**src/rtl/nmi_mbox_pkg.sv**
```systemverilog
// Shared definitions for the NMI mailbox: register indices, STAT/CTRL bit
// positions, handshake states and the block's base address.
package nmi_mbox_pkg;

    // Base address of the mailbox window in the native peripheral map.
    localparam logic [31:0] NMI_MBOX_BASE = 32'h0000_FF40;

    typedef enum logic [1:0] {
        MBOX_DATA   = 2'd0,
        MBOX_STAT   = 2'd1,
        MBOX_CTRL   = 2'd2,
        MBOX_THRESH = 2'd3
    } mbox_reg_e;

    localparam int STAT_EMPTY  = 8;
    localparam int STAT_FULL   = 9;
    localparam int STAT_OVF    = 10;
    localparam int STAT_UDF    = 11;

    localparam int CTRL_IRQ_EN = 0;
    localparam int CTRL_FLUSH  = 1;

    typedef enum logic {
        ST_IDLE = 1'b0,
        ST_RESP = 1'b1
    } mbox_state_e;

endpackage

```
**src/rtl/nmi_mbox_if.sv**
```systemverilog
// Native-memory-interface request/response bundle; the initiator drives the
// request side, the mailbox answers with a one-cycle ready strobe.
interface nmi_mbox_if;
    logic        nmi_valid_i;
    logic [31:0] nmi_addr_i;
    logic [31:0] nmi_wdata_i;
    logic [3:0]  nmi_wstrb_i;
    logic        nmi_ready_o;
    logic [31:0] nmi_rdata_o;

    modport master (
        output nmi_valid_i, nmi_addr_i, nmi_wdata_i, nmi_wstrb_i,
        input  nmi_ready_o, nmi_rdata_o
    );

    modport slave (
        input  nmi_valid_i, nmi_addr_i, nmi_wdata_i, nmi_wstrb_i,
        output nmi_ready_o, nmi_rdata_o
    );
endinterface

```
**src/rtl/nmi_mbox_fifo.sv**
```systemverilog
// Synchronous word FIFO with a separate level counter; push when full and
// pop when empty are ignored, flush only rewinds pointers and level.
module mbox_fifo #(
    parameter int  DEPTH = 8,
    localparam int LVL_W = $clog2(DEPTH) + 1,
    localparam int PTR_W = $clog2(DEPTH)
) (
    input  logic             clk_i,
    input  logic             rst_i,
    input  logic             push_i,
    input  logic             pop_i,
    input  logic             flush_i,
    input  logic [31:0]      wdata_i,
    output logic [LVL_W-1:0] level_o,
    output logic             full_o,
    output logic             empty_o,
    output logic [31:0]      head_o
);

    logic [31:0]      mem [DEPTH];
    logic [PTR_W-1:0] wr_ptr;
    logic [PTR_W-1:0] rd_ptr;
    logic [LVL_W-1:0] level;

    assign full_o  = (level == LVL_W'(DEPTH));
    assign empty_o = (level == '0);
    assign level_o = level;
    assign head_o  = mem[rd_ptr];

    // NOTE: storage is deliberately left out of reset; pointers and level alone
    // define which entries are meaningful, so resetting the array buys nothing.
    always_ff @(posedge clk_i) begin
        if (push_i && !full_o) begin
            mem[wr_ptr] <= wdata_i;
        end
    end

    // NOTE: state registers use non-blocking assignments so every flop samples
    // the pre-edge values regardless of statement order.
    always_ff @(posedge clk_i) begin
        if (rst_i || flush_i) begin
            wr_ptr <= '0;
            rd_ptr <= '0;
            level  <= '0;
        end else if (push_i && !full_o) begin
            wr_ptr <= wr_ptr + PTR_W'(1);
            level  <= level + LVL_W'(1);
        end else if (pop_i && !empty_o) begin
            rd_ptr <= rd_ptr + PTR_W'(1);
            level  <= level - LVL_W'(1);
        end
    end

endmodule

```
**src/rtl/nmi_mbox.sv**
```systemverilog
// Software mailbox on the native peripheral bus: two-state valid/ready
// responder, register decode over a word FIFO, and a threshold level interrupt.
module nmi_mbox
    import nmi_mbox_pkg::*;
#(
    parameter int  DEPTH = 8,
    localparam int LVL_W = $clog2(DEPTH) + 1
) (
    input  logic      clk_i,
    input  logic      rst_i,
    nmi_mbox_if.slave bus,
    output logic      irq_o
);

    mbox_state_e      state;
    logic             ovf;
    logic             udf;
    logic             irq_en;
    logic [LVL_W-1:0] thresh;

    logic [LVL_W-1:0] level;
    logic             full;
    logic             empty;
    logic [31:0]      head;

    logic             access;
    logic             is_write;
    mbox_reg_e        reg_idx;
    logic             push;
    logic             pop;
    logic             flush;
    logic [LVL_W-1:0] thresh_wr;
    logic             irq_d;
    logic [31:0]      stat_word;
    logic [31:0]      read_data;
    logic             unused_addr;

    assign access   = (state == ST_IDLE) && bus.nmi_valid_i;
    assign is_write = |bus.nmi_wstrb_i;
    assign reg_idx  = mbox_reg_e'(bus.nmi_addr_i[3:2]);
    assign push     = access && is_write  && (reg_idx == MBOX_DATA);
    assign pop      = access && !is_write && (reg_idx == MBOX_DATA);
    assign flush    = access && is_write  && (reg_idx == MBOX_CTRL)
                      && bus.nmi_wstrb_i[0] && bus.nmi_wdata_i[CTRL_FLUSH];

    assign thresh_wr = (bus.nmi_wdata_i[LVL_W-1:0] > LVL_W'(DEPTH))
                       ? LVL_W'(DEPTH) : bus.nmi_wdata_i[LVL_W-1:0];
    assign irq_d     = irq_en && (thresh != '0) && (level >= thresh);

    assign unused_addr = ^{bus.nmi_addr_i[31:4], bus.nmi_addr_i[1:0]};

    mbox_fifo #(.DEPTH(DEPTH)) u_fifo (
        .clk_i   (clk_i),
        .rst_i   (rst_i),
        .push_i  (push),
        .pop_i   (pop),
        .flush_i (flush),
        .wdata_i (bus.nmi_wdata_i),
        .level_o (level),
        .full_o  (full),
        .empty_o (empty),
        .head_o  (head)
    );

    // NOTE: every combinational output gets a default before the case so no
    // path leaves it unassigned and no latch is inferred.
    always_comb begin
        stat_word                 = '0;
        stat_word[LVL_W-1:0]      = level;
        stat_word[STAT_EMPTY]     = empty;
        stat_word[STAT_FULL]      = full;
        stat_word[STAT_OVF]       = ovf;
        stat_word[STAT_UDF]       = udf;

        read_data = '0;
        unique case (reg_idx)
            MBOX_DATA:   read_data = empty ? '0 : head;
            MBOX_STAT:   read_data = stat_word;
            MBOX_CTRL:   read_data = 32'(irq_en);
            MBOX_THRESH: read_data = 32'(thresh);
        endcase
    end

    always_ff @(posedge clk_i) begin
        if (rst_i) begin
            state           <= ST_IDLE;
            bus.nmi_ready_o <= 1'b0;
            bus.nmi_rdata_o <= '0;
            ovf             <= 1'b0;
            udf             <= 1'b0;
            irq_en          <= 1'b0;
            thresh          <= '0;
            irq_o           <= 1'b0;
        end else begin
            irq_o <= irq_d;
            unique case (state)
                ST_IDLE: begin
                    bus.nmi_ready_o <= 1'b0;
                    if (bus.nmi_valid_i) begin
                        state           <= ST_RESP;
                        bus.nmi_ready_o <= 1'b1;
                        bus.nmi_rdata_o <= is_write ? '0 : read_data;

                        if (push && full) ovf <= 1'b1;
                        if (pop && empty) udf <= 1'b1;

                        if (is_write) begin
                            unique case (reg_idx)
                                MBOX_STAT: if (bus.nmi_wstrb_i[1]) begin
                                    if (bus.nmi_wdata_i[STAT_OVF]) ovf <= 1'b0;
                                    if (bus.nmi_wdata_i[STAT_UDF]) udf <= 1'b0;
                                end
                                MBOX_CTRL: if (bus.nmi_wstrb_i[0]) begin
                                    irq_en <= bus.nmi_wdata_i[CTRL_IRQ_EN];
                                end
                                MBOX_THRESH: if (bus.nmi_wstrb_i[0]) begin
                                    thresh <= thresh_wr;
                                end
                                default: ;
                            endcase
                        end
                    end
                end
                // Valid is not looked at here, so a held request runs only once.
                ST_RESP: begin
                    state           <= ST_IDLE;
                    bus.nmi_ready_o <= 1'b0;
                end
            endcase
        end
    end

endmodule

```
**src/flat_wrapper.sv**
```systemverilog
// flat-port wrapper written by rule: the top's interface ports become plain ports
module nmi_mbox_flat import nmi_mbox_pkg::*;
#(
    parameter int  DEPTH = 8,
    localparam int LVL_W = $clog2(DEPTH) + 1
)
  (clk_i, rst_i, irq_o, bus_nmi_valid_i, bus_nmi_addr_i, bus_nmi_wdata_i, bus_nmi_wstrb_i, bus_nmi_ready_o, bus_nmi_rdata_o);
  nmi_mbox_if bus_i ();
  input  logic clk_i;
  input  logic rst_i;
  output logic irq_o;
  input wire logic [$bits(bus_i.nmi_valid_i)-1:0] bus_nmi_valid_i;
  input wire logic [$bits(bus_i.nmi_addr_i)-1:0] bus_nmi_addr_i;
  input wire logic [$bits(bus_i.nmi_wdata_i)-1:0] bus_nmi_wdata_i;
  input wire logic [$bits(bus_i.nmi_wstrb_i)-1:0] bus_nmi_wstrb_i;
  output wire logic [$bits(bus_i.nmi_ready_o)-1:0] bus_nmi_ready_o;
  output wire logic [$bits(bus_i.nmi_rdata_o)-1:0] bus_nmi_rdata_o;
  assign bus_i.nmi_valid_i = bus_nmi_valid_i;
  assign bus_i.nmi_addr_i = bus_nmi_addr_i;
  assign bus_i.nmi_wdata_i = bus_nmi_wdata_i;
  assign bus_i.nmi_wstrb_i = bus_nmi_wstrb_i;
  assign bus_nmi_ready_o = bus_i.nmi_ready_o;
  assign bus_nmi_rdata_o = bus_i.nmi_rdata_o;
  nmi_mbox #(.DEPTH(DEPTH)) u_core (.clk_i(clk_i), .rst_i(rst_i), .bus(bus_i), .irq_o(irq_o));
endmodule
```
**config.mk**
```make
export PLATFORM = sky130hd
export DESIGN_NAME = nmi_mbox_flat
export DESIGN_NICKNAME = d
export VERILOG_FILES = /design/src/rtl/nmi_mbox_pkg.sv /design/src/rtl/nmi_mbox_if.sv /design/src/rtl/nmi_mbox_fifo.sv /design/src/rtl/nmi_mbox.sv /design/src/flat_wrapper.sv
export SDC_FILE = /design/constraint.sdc
export NUM_CORES = 1
export LEC_CHECK = 0
export ABC_AREA = 0
export BUFFER_PORTS_ARGS = -buffer_cell sky130_fd_sc_hd__clkbuf_2
export CORE_MARGIN = 2
export CORE_UTILIZATION = 45
export CTS_CLUSTER_DIAMETER = 120
export DETAILED_ROUTE_END_ITERATION = 7
export PLACE_DENSITY = 0.65
export REMOVE_ABC_BUFFERS = 1
export SLEW_MARGIN = 20
export SYNTH_ARGS = -nofsm -noshare
export SYNTH_HDL_FRONTEND = slang
export SYNTH_SLANG_ARGS = --single-unit
```
**constraint.sdc**
```tcl
create_clock -name clk_i -period 5.1 [get_ports clk_i]
set_clock_uncertainty 0.2 [all_clocks]
set_input_delay 0.51 -clock clk_i [delete_from_list [all_inputs] [get_ports clk_i]]
set_output_delay 0.51 -clock clk_i [all_outputs]
set_load 0.01 [all_outputs]
```
==> results.py, run 1 <==
metrics = {
    "routing": {
        "wl_um": 23310,
        "dr.first_iter.drc_count": 535,
        "vias_per_cell": 5.495,
        "drc": 0,
        "vias": 6000,
        "post_drt_wl_per_cell_um": 21.35,
        "firstDrtPassIters": 5,
        "ant_nets": 0,
    },
    "logic_synthesis": {
        "ys_seq_elements": 310,
        "synth-compound-area-share": 0.03136,
        "netlist_instances": 635,
        "synthAdderAreaFrac": 0.01017,
        "synth_simple_gate_area_frac": 0.04588,
        "synth_top_family_by_area": "multiplexers",
        "netlist_area_mm2": 0.01181,
        "yosysTopAreaCellShare": 0.6510,
        "ys_types": 44,
        "avgSynthCellArea_um2": 18.60,
        "netlist_top_cells_area": "edfxtp_1 (65%), mux4_2 (11%), dfxtp_1 (9.2%)",
        "synth.area.mux_share": 0.1517,
        "synth_area_leader_cell": "edfxtp_1",
        "ys_warn_count": 0,
        "ys_seq_area_frac": 0.7425,
        "synth_xor_area_frac": 0.004450,
    },
    "power": {
        "p_per_area_mw_per_mm2": 382.9,
        "p_leak_nw": 4.437,
        "ir_worst_vdd_mv": 0.2279,
        "power_mw": 5.274,
    },
    "worst_setup_path": {
        "required_ns": 5.09,
        "r2r_start": "u_core.u_fifo.level_o[1]$_SDFFE_PP0P_",
        "startpoint_type": "flop",
        "slowest_stage": "nor2_4",
        "startpoint": "u_core.u_fifo.level_o[1]$_SDFFE_PP0P_",
        "crit_type": "flop to flop",
        "crit_path_end_kind": "flop",
        "reg2reg_depth": 5,
        "reg2reg_setup_slack_ns": 2.02,
        "slowest_delay_ns": 0.66,
        "crit_arrival_ns": 3.07,
        "cp_cell_sequence": "nor4b_2, nor4_4, nand2_1, nor2_4, buf_4",
        "path_max_fanout": 19,
        "timing.rr.end": "u_core.u_fifo.mem[6][23]$_DFFE_PP_",
    },
    "placement": {
        "routabilityCongestion": 0.8139,
        "place_area_mm2": 0.01263,
        "io_buffer_count": 74,
        "place_hpwl_um": 13330,
        "placedCellCount": 1029,
    },
    "clock_network": {
        "cts_num_sinks": 310,
        "clock_path_buffers": 3,
        "post-cts-setup-buffers": 0,
        "cts-root-buf": "clkbuf_16",
        "worstSkewPairLatency_ns": 0.52,
        "cts-htree-levels": 2,
        "cts_made_buffers": 34,
        "cts.clk_slew.worst_paths_ns": 0.06,
        "hold_buffers": 0,
        "postCtsResizedCells": 0,
        "cts_tree": "built",
    },
    "min_path": {
        "hold_depth": 1,
        "hold_path_end": "u_core.u_fifo.mem[2][13]$_DFFE_PP_",
        "hold_path.class": "primary input to flop",
        "worstHoldStart": "bus_nmi_wdata_i[13]",
    },
    "status": {
        "status": "finished, final reports clean",
    },
    "global_route": {
        "grt-ovfl-total": 0,
        "antenna_found_initial": 0,
        "grt_pass1_wl_um": 36040,
        "grt_use_total": 0.1707,
        "grt_pass1_vias": 6203,
        "grt_max_degree": 57,
    },
    "timing": {
        "fmax_mhz": 325.2,
        "setup_tns_ns": 0,
        "fin_crit_sh": 0.6030,
        "setup_viol": 0,
        "rsz0062_at_grt": "false",
        "tightest_slew_ns": 1.066,
        "max_slew_margin": 0.2874,
        "final-max-slew-violation-count": 0,
        "hold_viol": 0,
        "min_period_ns": 3.075,
    },
    "cells_and_area": {
        "layout.cells.non_filler": 1092,
        "n_fill_cell": 2045,
        "n_antenna_cell": 0,
        "nets": 811,
        "area_growth_pct": 16.66,
        "final_cell_area_mm2": 0.01378,
        "final_cell_mix": "edfxtp_1 (256), clkbuf_2 (74), mux4_2 (60), dfxtp_1 (51), mux2i_1 (44)",
        "finish.utilization": 0.5317,
        "drive_gt1_frac": 0.2853,
        "final_common_cell": "edfxtp_1",
    },
    "floorplanning": {
        "core_area_mm2": 0.02591,
        "ios": 105,
        "die_h_um": 166.0,
        "dieWidth_um": 166.0,
        "initial_core_util": 0.4557,
        "die-area_mm2": 0.02755,
        "num_rows": 59,
    },
    "job": {
        "cap_viol_max_count": 0,
    },
}
## through the flow
step / setup slack [ns] / hold WS, ns
6_report: 2.025 / 0.06975
5_1_grt: 1.832 / 0.07980
4_1_cts: 1.965 / 0.05380
3_5_place_dp: 1.770 / 0.2430
3_3_place_gp: 1.544 / 0.2401
2_1_floorplan: 0.07217 / 0.2489
## synthesized netlist by cell type (all sizes together)
| library cell | instances |
|---|---|
| or2 | 1 |
| dfxtp | 54 |
| nor4b | 2 |
| a21oi | 18 |
| nor2 | 24 |
| mux4 | 60 |
| nor3b | 4 |
| nand3 | 1 |
| a22oi | 3 |
| nand2b | 5 |
| inv | 7 |
| ha | 8 |
| a2111oi | 1 |
| o21ai | 32 |
| nor4 | 5 |
| o22ai | 1 |
| a221oi | 2 |
| or4 | 1 |
| edfxtp | 256 |
| xnor2 | 4 |
| nand4 | 4 |
| mux2i | 44 |
| nand2 | 41 |
| clkbuf | 11 |
| a31oi | 2 |
| buf | 18 |
| nand3b | 2 |
| nor2b | 2 |
| a211oi | 3 |
| or3 | 1 |
| nor3 | 11 |
| fa | 1 |
| a21o | 4 |
| xor2 | 2 |
## worst max-delay path by stage
stage | cells past startpoint | slack (ns) | to
floorplan | 4 | 0.07 | u_core.u_fifo.mem[0][0]$_DFFE_PP_
global placement | 6 | 1.54 | u_core.u_fifo.mem[1][18]$_DFFE_PP_
detailed placement | 6 | 1.77 | u_core.u_fifo.mem[6][19]$_DFFE_PP_
CTS | 5 | 1.97 | u_core.u_fifo.mem[6][23]$_DFFE_PP_
global route | 5 | 1.83 | u_core.u_fifo.mem[6][23]$_DFFE_PP_
finish | 5 | 2.02 | u_core.u_fifo.mem[6][23]$_DFFE_PP_
## where the power goes
group          leakage [nW]  switching [mW]  internal [mW]
Clock                 0.546           0.944           1.46
Sequential             2.74         0.00846           2.75
Combinational          1.15          0.0769         0.0386
## routing by layer
layer  vias up  global-route usage  share of wire
li1       2727                   -              -
met4         0             0.04537          0.018
met2       164              0.2811           0.49
met5         -                   0              0
met3        34             0.03170          0.051
met1      3075              0.2370           0.44
## state kept, by name (all words and copies together) (netlist names), named ones only
name,count
u_core.bus.nmi_rdata_o,32
u_core.u_fifo.rd_ptr,3
u_core.bus.nmi_ready_o,1
u_core.thresh,4
u_core.u_fifo.mem,256
u_core.u_fifo.level_o,4
u_core.udf,1
u_core.ovf,1
u_core.u_fifo.wr_ptr,3
u_core.irq_o,1
u_core.irq_en,1
## layout make-up
type | instances | area (um2) | share of cell area
clock buffer | 45 | 943.4 | 0.06848
tap | 335 | 419.2 | 0.03043
timing repair buffer | 89 | 503.0 | 0.03651
clock inverter | 17 | 172.7 | 0.01253
inverter | 7 | 26.28 | 0.001907
sequential | 310 | 8777 | 0.6371
multi-input combinational | 289 | 2934 | 0.2130
## worst max-delay path: cells and delay by family, from the launching register on
kind                   cells  cell delay, ns
and+or+nand+nor            4            1.63
DFF                        1            0.54
buffers and inverters      1            0.39
## cells by family after synthesis
kind of cell / after synthesis
xor+xnor: 6
mux: 104
buf+inv: 36
fa+ha+maj: 9
flops: 310
compound gates: 66
simple gates: 104
Note: power is estimated with default switching activity, not from simulation.
==> run 2: changes to the inputs <==
--- a/config.mk
+++ b/config.mk
@@ -5,7 +5,7 @@
 export SDC_FILE = /design/constraint.sdc
 export NUM_CORES = 1
 export LEC_CHECK = 0
-export ABC_AREA = 0
+export ABC_AREA = 1
 export BUFFER_PORTS_ARGS = -buffer_cell sky130_fd_sc_hd__clkbuf_2
 export CORE_MARGIN = 2
 export CORE_UTILIZATION = 45
==> constraint.sdc (replaced) <==
create_clock -name clk_i -period 2.6 [get_ports clk_i]
set_clock_uncertainty 0.2 [all_clocks]
set_input_delay 0.26 -clock clk_i [delete_from_list [all_inputs] [get_ports clk_i]]
set_output_delay 0.26 -clock clk_i [all_outputs]
set_load 0.01 [all_outputs]
==> results.py, run 2 <==
metrics = {
    "status": {
        "status": "finished, final reports clean",
    },
    "floorplanning": {
        "ios": 105,
        "core_area_mm2": 0.02763,
        "dieWidth_um": 170.9,
        "die_h_um": 170.9,
        "num_rows": 61,
        "die-area_mm2": 0.02919,
        "initial_core_util": 0.4535,
    },
    "worst_setup_path": {
        "startpoint_type": "primary input",
        "timing.rr.end": "u_core.u_fifo.mem[5][8]$_DFFE_PP_",
        "crit_type": "primary input to flop",
        "crit_path_end": "u_core.bus.nmi_rdata_o[1]$_SDFFE_PP0N_",
        "reg2reg_depth": 7,
        "crit_arrival_ns": 2.68,
        "startpoint": "bus_nmi_wstrb_i[2]",
        "required_ns": 2.87,
        "r2r_start": "u_core.u_fifo.level_o[0]$_SDFFE_PP0P_",
        "reg2reg_setup_slack_ns": 0.26,
        "path_max_fanout": 4,
        "crit_path_end_kind": "flop",
    },
    "timing": {
        "tightest_slew_ns": 0.6292,
        "min_period_ns": 2.418,
        "max_slew_margin": 0.5805,
        "hold_viol": 0,
        "fmax_mhz": 413.6,
        "final-max-slew-violation-count": 0,
        "rsz0062_at_grt": "false",
        "setup_viol": 0,
        "fin_crit_sh": 0.9300,
    },
    "clock_network": {
        "cts_made_buffers": 30,
        "clock_path_buffers": 3,
        "worstSkewPairLatency_ns": 0.56,
        "cts-root-buf": "clkbuf_16",
        "cts_num_sinks": 310,
        "cts.clk_slew.worst_paths_ns": 0.06,
        "post-cts-setup-buffers": 0,
        "cts_tree": "built",
        "cts-htree-levels": 1,
    },
    "cells_and_area": {
        "nets": 1283,
        "largest_reg_flops": 256,
        "drive_gt1_frac": 0.1443,
        "area_growth_pct": 18.56,
        "regMostFlops": "u_core.u_fifo.mem",
        "final_common_cell": "edfxtp_1",
        "regArea_mm2": 0.008776,
        "finish.utilization": 0.5377,
        "multiInputGateArea_mm2": 0.003181,
        "reg.largest.list": "u_core.u_fifo.mem: 256 flops, u_core.bus.nmi_rdata_o: 32 flops",
        "final_cell_mix": "edfxtp_1 (256), nand2_1 (156), nor2_1 (154), nand3_1 (83), o21ai_0 (83)",
        "final_cell_area_mm2": 0.01486,
        "n_antenna_cell": 0,
        "n_fill_cell": 2342,
    },
    "logic_synthesis": {
        "synthAdderAreaFrac": 0.009587,
        "netlist_instances": 1092,
        "synth_top_family_by_area": "simple AND/OR/NAND/NOR gates",
        "synth_area_leader_cell": "edfxtp_1",
        "synth.area.mux_share": 0,
        "yosys_most_used_dff": "edfxtp_1",
        "ys_seq_area_frac": 0.6998,
        "synthMostInstantiatedCell": "edfxtp_1",
        "netlist_top_cells_area": "edfxtp_1 (61%), dfxtp_1 (8.6%), nor2_1 (4.8%)",
        "ys_warn_count": 0,
        "avgSynthCellArea_um2": 11.47,
        "synth-compound-area-share": 0.09696,
        "yosys-top-cells-count": "edfxtp_1 (256), nor2_1 (160), nand2_1 (156)",
        "ys_types": 37,
        "synth_xor_area_frac": 0.0006990,
        "synth_edf_count": 256,
        "synth_simple_gate_area_frac": 0.1417,
        "synthArstFlopShare": 0,
        "netlist_area_mm2": 0.01253,
        "yosysTopAreaCellShare": 0.6135,
        "ys_seq_elements": 310,
    },
    "job": {
        "cap_viol_max_count": 0,
    },
    "routing": {
        "post_drt_wl_per_cell_um": 16.75,
        "vias": 8224,
        "wl_um": 26890,
        "dr.first_iter.drc_count": 622,
        "drc": 0,
        "ant_nets": 0,
        "vias_per_cell": 5.124,
        "firstDrtPassIters": 7,
    },
    "min_path": {
        "hold_path.class": "primary input to flop",
    },
    "power": {
        "p_leak_nw": 5.374,
        "power_mw": 10.18,
        "ir_worst_vdd_mv": 0.5445,
        "p_per_area_mw_per_mm2": 685.5,
    },
    "global_route": {
        "grt-ovfl-total": 0,
        "grt_max_degree": 97,
        "antenna_found_initial": 0,
        "grt_pass1_vias": 7901,
        "grt_use_total": 0.1846,
        "grt_pass1_wl_um": 42110,
    },
    "placement": {
        "routabilityCongestion": 0.7949,
        "place_area_mm2": 0.01345,
        "place_hpwl_um": 15240,
        "io_buffer_count": 74,
    },
}
-- run 2: area by class of cell --
type                            instances  area share
Multi-Input combinational cell        644      0.2141
Timing Repair Buffer                  138     0.07361
Clock inverter                         14     0.01162
Tap cell                              378     0.03184
Clock buffer                           42     0.05761
Sequential cell                       310      0.5908
Inverter                               79     0.02047
-- run 2: worst min path at each step --
stage,start,end,cells after the start
3_3_place_gp,u_core.bus.nmi_rdata_o[21]$_SDFFE_PP0N_,u_core.bus.nmi_rdata_o[21]$_SDFFE_PP0N_,2
4_1_cts,bus_nmi_addr_i[2],u_core.bus.nmi_rdata_o[8]$_SDFFE_PP0N_,4
6_report,bus_nmi_addr_i[2],u_core.bus.nmi_rdata_o[8]$_SDFFE_PP0N_,4
2_1_floorplan,rst_i,u_core.bus.nmi_rdata_o[0]$_SDFFE_PP0N_,1
3_5_place_dp,u_core.bus.nmi_rdata_o[23]$_SDFFE_PP0N_,u_core.bus.nmi_rdata_o[23]$_SDFFE_PP0N_,2
5_1_grt,bus_nmi_addr_i[3],u_core.udf$_SDFFE_PP0N_,4
-- run 2: per-stage QoR --
stage                     hold slack, ns  setup slack, ns  cells  TNS (ns)
after detailed placement          0.2544           0.2478   1512         0
after floorplan                   0.1291           -1.883   1033   -191.48
after CTS                       0.006011           0.1657   1605         0
after global placement            0.2527           0.2755   1512         0
final                            0.03986           0.1820   1605         0
after global routing             0.05229          0.03207   1605         0
-- run 2: where the power goes --
| part | total [mW] | internal (mW) | switching, mW |
|---|---|---|---|
| sequential | 5.41 | 5.39 | 0.0153 |
| clock | 4.42 | 2.60 | 1.82 |
| combinational | 0.355 | 0.129 | 0.225 |
-- run 2: what timing repair did --
action / in CTS / in global routing
endpoints found under the setup margin: 0 / 3
hold buffers: 37 / 0
endpoints found under the hold margin: 265 / 0
resized for setup: 0 / 2
-- run 2: worst max-delay path, cell delays in order --
cell           delay (ns)
dlygate4sd3_1        0.54
clkbuf_2             0.11
nor2_1               0.11
dlygate4sd3_1        0.58
nand4_2              0.15
dlygate4sd3_1        0.62
nor3_2               0.10
nand2_1              0.07
a21oi_1              0.14
-- run 2: kinds of logic (layout without fill, tap and decap cells) --
| group | after synthesis | after routing |
|---|---|---|
| flops | 310 | 310 |
| fa+ha+maj | 9 | 9 |
| buf+inv | 138 | 273 |
| xor+xnor | 1 | 1 |
| simple gates | 419 | 419 |
| compound gates | 215 | 215 |
-- run 2: layer usage --
| layer | global-route usage | vias up | part of all wire |
|---|---|---|---|
| li1 | - | 4038 | - |
| met1 | 0.2489 | 3945 | 0.44 |
| met2 | 0.3195 | 202 | 0.49 |
| met3 | 0.02313 | 39 | 0.047 |
| met4 | 0.04606 | 0 | 0.018 |
| met5 | 0 | - | 0 |
